File: src/rtl/esaxi_emesh_arbiter.sv
// ---------------------------------------------------------------------------
// esaxi_emesh_arbiter
//
// Shares one emesh transmit port between the AXI slave write path and its
// read-request path. Arbitration is a weighted round-robin:
//   - A write may win up to WR_WEIGHT ties in a row.
//   - After that, a pending read takes the next tie.
// The winner is captured in a single registered output stage, and that
// stage honours downstream back-pressure (tx_wait).
//
// Parameters
//   PW         emesh packet width in bits.
//   WR_WEIGHT  maximum consecutive write grants while a read is pending.
//              The legal range is 1..15.
//
// Ports
//   s_axi_aclk     clock; everything is on the rising edge.
//   s_axi_aresetn  synchronous active-low reset.
//   wr_access/wr_packet/wr_wait  write source handshake.
//                  wr_wait=1 means the packet was not taken this cycle.
//   rd_access/rd_packet/rd_wait  read-request source handshake.
//   tx_access/tx_packet          registered output packet.
//   tx_wait                      downstream stall.
//
// Optional build macro: ESAXI_ARB_STATS_EN
//   Adds the ports stat_clr, stat_wr_cnt and stat_rd_cnt.
//   stat_wr_cnt and stat_rd_cnt are saturating 32-bit counts of accepted
//   transfers. stat_clr clears both counts and wins over a same-cycle
//   increment.
// ---------------------------------------------------------------------------
module esaxi_emesh_arbiter #(
  parameter int PW        = 104,
  parameter int WR_WEIGHT = 1
) (
  input  logic          s_axi_aclk,
  input  logic          s_axi_aresetn,
  input  logic          wr_access,
  input  logic [PW-1:0] wr_packet,
  output logic          wr_wait,
  input  logic          rd_access,
  input  logic [PW-1:0] rd_packet,
  output logic          rd_wait,
`ifdef ESAXI_ARB_STATS_EN
  input  logic          stat_clr,
  output logic [31:0]   stat_wr_cnt,
  output logic [31:0]   stat_rd_cnt,
`endif
  output logic          tx_access,
  output logic [PW-1:0] tx_packet,
  input  logic          tx_wait
);

  // Weight as a 4-bit constant, so it compares directly with wr_cnt.
  localparam logic [3:0] WR_WEIGHT_C = 4'(WR_WEIGHT);

  typedef enum logic [1:0] {
    GNT_NONE = 2'd0,
    GNT_WR   = 2'd1,
    GNT_RD   = 2'd2
  } gnt_e;

  // Round-robin memory: which source won the most recent accepted transfer.
  typedef enum logic {
    LAST_RD = 1'b0,
    LAST_WR = 1'b1
  } last_e;

  logic          tx_access_q,  tx_access_d;
  logic [PW-1:0] tx_packet_q,  tx_packet_d;
  last_e         last_grant_q, last_grant_d;
  logic [3:0]    wr_cnt_q,     wr_cnt_d;

  logic out_free;
  gnt_e gnt;
  logic wr_fire;
  logic rd_fire;

  // -------------------------------------------------------------------------
  // Grant selection and source handshake.
  // These depend only on the access bits, tx_wait and local state.
  // There is no combinational path from either packet to a wait output.
  // -------------------------------------------------------------------------
  always_comb begin
    // The stage can load when it is empty, or when its packet retires now.
    out_free = !tx_access_q || !tx_wait;

    gnt = GNT_NONE;
    if (wr_access && rd_access) begin
      if (last_grant_q == LAST_RD || wr_cnt_q < WR_WEIGHT_C) begin
        gnt = GNT_WR;
      end else begin
        gnt = GNT_RD;
      end
    end else if (wr_access) begin
      gnt = GNT_WR;
    end else if (rd_access) begin
      gnt = GNT_RD;
    end

    // A grant is only issued to an asserting source, so a fire implies an
    // access.
    wr_fire = out_free && (gnt == GNT_WR);
    rd_fire = out_free && (gnt == GNT_RD);
  end

  assign wr_wait = wr_access && !wr_fire;
  assign rd_wait = rd_access && !rd_fire;

  // -------------------------------------------------------------------------
  // Next-state logic for the output stage and the round-robin state.
  // -------------------------------------------------------------------------
  always_comb begin
    tx_access_d  = tx_access_q;
    tx_packet_d  = tx_packet_q;
    last_grant_d = last_grant_q;
    wr_cnt_d     = wr_cnt_q;

    if (out_free) begin
      // An idle cycle clears the valid bit but keeps the last packet value.
      tx_access_d = wr_fire || rd_fire;
      if (wr_fire) begin
        tx_packet_d = wr_packet;
      end else if (rd_fire) begin
        tx_packet_d = rd_packet;
      end
    end

    if (wr_fire) begin
      // Count consecutive write wins.
      // The count restarts at 1 when the previous winner was a read.
      if (last_grant_q == LAST_WR) begin
        wr_cnt_d = (wr_cnt_q == 4'hF) ? 4'hF : wr_cnt_q + 4'd1;
      end else begin
        wr_cnt_d = 4'd1;
      end
      last_grant_d = LAST_WR;
    end else if (rd_fire) begin
      wr_cnt_d     = 4'd0;
      last_grant_d = LAST_RD;
    end
  end

  always_ff @(posedge s_axi_aclk) begin
    if (!s_axi_aresetn) begin
      tx_access_q  <= 1'b0;
      tx_packet_q  <= '0;
      // Starting from "read won last" lets a write win the first tie.
      last_grant_q <= LAST_RD;
      wr_cnt_q     <= 4'd0;
    end else begin
      tx_access_q  <= tx_access_d;
      tx_packet_q  <= tx_packet_d;
      last_grant_q <= last_grant_d;
      wr_cnt_q     <= wr_cnt_d;
    end
  end

  assign tx_access = tx_access_q;
  assign tx_packet = tx_packet_q;

`ifdef ESAXI_ARB_STATS_EN
  // -------------------------------------------------------------------------
  // Transfer statistics. Each counter saturates at all-ones.
  // -------------------------------------------------------------------------
  logic [31:0] stat_wr_q, stat_wr_d;
  logic [31:0] stat_rd_q, stat_rd_d;

  always_comb begin
    stat_wr_d = stat_wr_q;
    stat_rd_d = stat_rd_q;
    if (stat_clr) begin
      stat_wr_d = '0;
      stat_rd_d = '0;
    end else begin
      if (wr_fire && stat_wr_q != 32'hFFFF_FFFF) begin
        stat_wr_d = stat_wr_q + 32'd1;
      end
      if (rd_fire && stat_rd_q != 32'hFFFF_FFFF) begin
        stat_rd_d = stat_rd_q + 32'd1;
      end
    end
  end

  always_ff @(posedge s_axi_aclk) begin
    if (!s_axi_aresetn) begin
      stat_wr_q <= '0;
      stat_rd_q <= '0;
    end else begin
      stat_wr_q <= stat_wr_d;
      stat_rd_q <= stat_rd_d;
    end
  end

  assign stat_wr_cnt = stat_wr_q;
  assign stat_rd_cnt = stat_rd_q;
`endif

endmodule

File: config.mk
export PLATFORM = sky130hd
export DESIGN_NAME = esaxi_emesh_arbiter
export DESIGN_NICKNAME = d
export VERILOG_FILES = /design/src/rtl/esaxi_emesh_arbiter.sv
export SDC_FILE = /design/constraint.sdc
export NUM_CORES = 1
export LEC_CHECK = 0
export BUFFER_PORTS_ARGS = -buffer_cell sky130_fd_sc_hd__buf_2
export CAP_MARGIN = 20
export CORE_AREA = 2 2 123 125
export CTS_CLUSTER_DIAMETER = 200
export DETAILED_ROUTE_END_ITERATION = 8
export DIE_AREA = 0 0 125 127
export PLACE_DENSITY = 0.66
export SYNTH_ARGS = -nofsm -noshare
export SYNTH_HDL_FRONTEND = slang
export SYNTH_SLANG_ARGS = --single-unit
File: constraint.sdc
create_clock -name s_axi_aclk -period 4.9 [get_ports s_axi_aclk]
set_clock_uncertainty 0.05 [all_clocks]
set_input_delay 0.735 -clock s_axi_aclk [delete_from_list [all_inputs] [get_ports s_axi_aclk]]
set_output_delay 0.735 -clock s_axi_aclk [all_outputs]
set_load 0.005 [all_outputs]
==> results.py <==
metrics = {
    "outcome": {
        "outcome": "finished, final reports clean",
    },
    "detailed_routing": {
        "first_iter_violations": 230,
        "detailroute.via_count": 5422,
        "routed_wirelength_um": 16100,
        "ant_nets": 0,
        "detail_route.vias_per_cell": 4.96,
        "drc": 0,
        "post_drt_wl_per_cell_um": 14.8,
        "drtPass1Iterations": 4,
    },
    "timing": {
        "setup_tns_ns": 0,
        "post-route-min-period_ns": 2.72,
        "finalSetupViolCount": 0,
        "rsz0062_at_grt": "no",
        "final_number_of_hold_violating_endpoints": 0,
        "fmaxAchievable_mhz": 367,
        "final_min_period_over_clock_period_pct": 55.6,
        "slew_headroom_pct": 27.7,
        "maxSlewViolCount": 0,
        "tightest_slew_ns": 1.08,
    },
    "setup_path": {
        "timing.critical_path.required_ns": 4.12,
        "timing.critical_path.slowest_stage_cell": "or3b_2",
        "critPathKind": "register to primary output",
        "critical_path.n_buffers_inverters": 2,
        "end_kind": "primary output",
        "crit_path_frequent_cell": "nand2_1",
        "cpPeakStageDelay_ns": 0.46,
        "cpLargestDelayFamily": "simple AND/OR/NAND/NOR gates",
        "critical_path_peak_fanout": 6,
        "crit_chain": "inv_1, ha_1, or3b_2, nand2_1, nand2_1, a21boi_0, buf_2",
        "crit_arrival_ns": 1.94,
        "worstSetupStartpointType": "register",
    },
    "synth": {
        "mappedNetlistArea_mm2": 0.00480,
        "synth_seq_area_share_pct": 45.9,
        "synth-warning-count": 0,
        "ys_seq_elements": 110,
        "netlist_instances": 625,
        "synthDistinctLibCells": 31,
        "syn_area_per_cell_um2": 7.68,
        "synth_fp_nets": 840,
    },
    "power_and_ir_drop": {
        "power_density_mw_per_mm2": 320,
        "worst_ir_drop_vdd_v": 0.000233,
        "total_leakage_power_nw": 3.26,
    },
    "clock_network": {
        "tritoncts": "yes",
        "clockRootBuffer": "clkbuf_16",
        "clock_path_buffers": 2,
        "cts.hold.buffers_added": 0,
        "ctsResizeCount": 0,
        "cts_buffers": 9,
        "post_cts.repair.setup_buffers": 0,
        "clk_transition_reported_paths_ns": 0.07,
        "worst_skew_pair.late_latency_ns": 0.35,
        "h_tree_lvls": 3,
        "cts_sinks": 110,
    },
    "grt": {
        "first_global_vias": 5124,
        "grt_pass1_wl_um": 25900,
        "number_of_antenna_violations_at_the_first_check_in_global_routing": 0,
        "gr-usage-all-layers_pct": 19.7,
        "grt_overflow_total": 0,
        "grt_max_degree": 90,
    },
    "finish": {
        "final_util_pct": 46.7,
        "antenna_cells_inserted": 0,
        "final_area_mm2": 0.00673,
        "syn2layout_area_growth_pct": 40.2,
        "final_layout_size_suffix_gt1_share_pct": 40.3,
        "finalNetCount": 1120,
        "num-fill-cells": 1504,
    },
    "run": {
        "max-cap-violations": 0,
    },
    "min_path": {
        "hp-class": "register to register",
    },
    "floorplan": {
        "core.rowCount": 44,
        "design.portCount": 320,
        "die_area_mm2": 0.0159,
        "core_region_area_mm2": 0.0144,
        "die_height_um": 127,
        "die_width_um": 125,
        "initial_utilization_pct": 33.3,
    },
    "placement": {
        "postPlaceCellArea_mm2": 0.00646,
        "post_detail_place_hpwl_um": 11100,
        "place_congestion": 0.789,
        "buffer_ports.inserted": 319,
    },
}
==> worst paths after layout <==
check	from	slack, ns	depth (start not counted)	endpoint
max	wr_cnt_q[0]$_SDFFE_PN0P_	2.18	7	rd_wait
max reg2reg	wr_cnt_q[0]$_SDFFE_PN0P_	2.29	7	tx_packet[27]$_SDFFE_PN0P_
min reg2reg	wr_cnt_q[1]$_SDFFE_PN0P_	0.47	2	wr_cnt_q[1]$_SDFFE_PN0P_
min	wr_cnt_q[1]$_SDFFE_PN0P_	0.47	2	wr_cnt_q[1]$_SDFFE_PN0P_
==> synth_stat cells (all sizes together) <==
cell	count	area, µm²
a21oi	211	1130
nand2	113	424
dfxtp	110	2200
o21ai	107	543
clkbuf	33	124
buf	25	165
a21boi	7	63.8
ha	2	25.0
inv	2	7.51
nand4	2	12.5
o21a	2	15.0
a31oi	1	6.26
and2	1	6.26
and3	1	6.26
and4b	1	10.0
nand3	1	5.00
nand3b	1	7.51
nor2	1	3.75
nor2b	1	6.26
nor3b	1	12.5
o2111ai	1	8.76
or3b	1	8.76
==> flip-flops by register name, indices dropped and copies added, names as in the netlist <==
register / count
tx_packet: 104
wr_cnt_q: 4
last_grant_q: 1
tx_access: 1
==> worst reg2reg max path, delay by kind of cell, from the launching register on <==
family | cells | cell delay [ns]
buffers and inverters | 2 | 0.48
DFF | 1 | 0.37
and+or+nand+nor | 1 | 0.30
AOI/OAI and AO/OA | 3 | 1.20
adders and majority gates | 1 | 0.14
==> cells in the final DEF, fill, tap and decap left out, drive strengths merged, types with 2 or more instances in the layout <==
cell | netlist | layout
a21boi | 7 | 7
a21oi | 211 | 211
buf | 25 | 327
clkbuf | 33 | 13
clkinvlp | 0 | 2
dfxtp | 110 | 110
ha | 2 | 2
inv | 2 | 2
nand2 | 113 | 113
nand4 | 2 | 2
o21a | 2 | 2
o21ai | 107 | 107
==> routing by layer <==
metal | global-route usage [%] | up-vias | wire [µm]
li1 | - | 2735 | -
met1 | 24.9 | 2426 | 7030
met2 | 32.4 | 247 | 7370
met3 | 6.91 | 14 | 1520
met4 | 4.71 | 0 | 221
met5 | 0 | - | 0
==> cell type report <==
| cell class | count | area (µm²) | share of cell area [%] |
|---|---|---|---|
| Multi-Input combinational cell | 455 | 2330 | 34.6 |
| Clock inverter | 3 | 20.0 | 0.298 |
| Timing Repair Buffer | 327 | 1690 | 25.1 |
| Sequential cell | 110 | 2200 | 32.7 |
| Clock buffer | 13 | 250 | 3.72 |
| Inverter | 2 | 7.51 | 0.112 |
| Tap cell | 184 | 230 | 3.42 |
==> stage by stage <==
step | instances | hold slack [ns] | power, mW | worst slack (ns)
5_1_grt | 1094 | 0.517 | 2.29 | 2.07
4_1_cts | 1094 | 0.480 | 2.19 | 2.14
3_5_place_dp | 1078 | 0.469 | 1.49 | 2.05
6_report | 1094 | 0.474 | 2.15 | 2.18
3_3_place_gp | 1077 | 0.456 | 1.49 | 2.09
2_1_floorplan | 625 | 0.429 | 1.27 | 2.60
==> cells by family after synthesis <==
family,count (synthesis),share of synthesized area [%]
AO/OA/AOI/OAI,329,36.9
adder cells (fa/ha/maj),2,0.521
buffers and inverters,60,6.18
flip-flops,110,45.9
AND/OR/NAND/NOR,124,10.5
==> power breakdown <==
| part | internal (mW) | total [mW] | leakage [nW] | switching (mW) |
|---|---|---|---|---|
| Sequential | 0.978 | 1.02 | 0.914 | 0.0382 |
| Combinational | 0.205 | 0.456 | 2.22 | 0.251 |
| Clock | 0.359 | 0.683 | 0.126 | 0.324 |
Note: power is estimated with default switching activity, not from simulation.
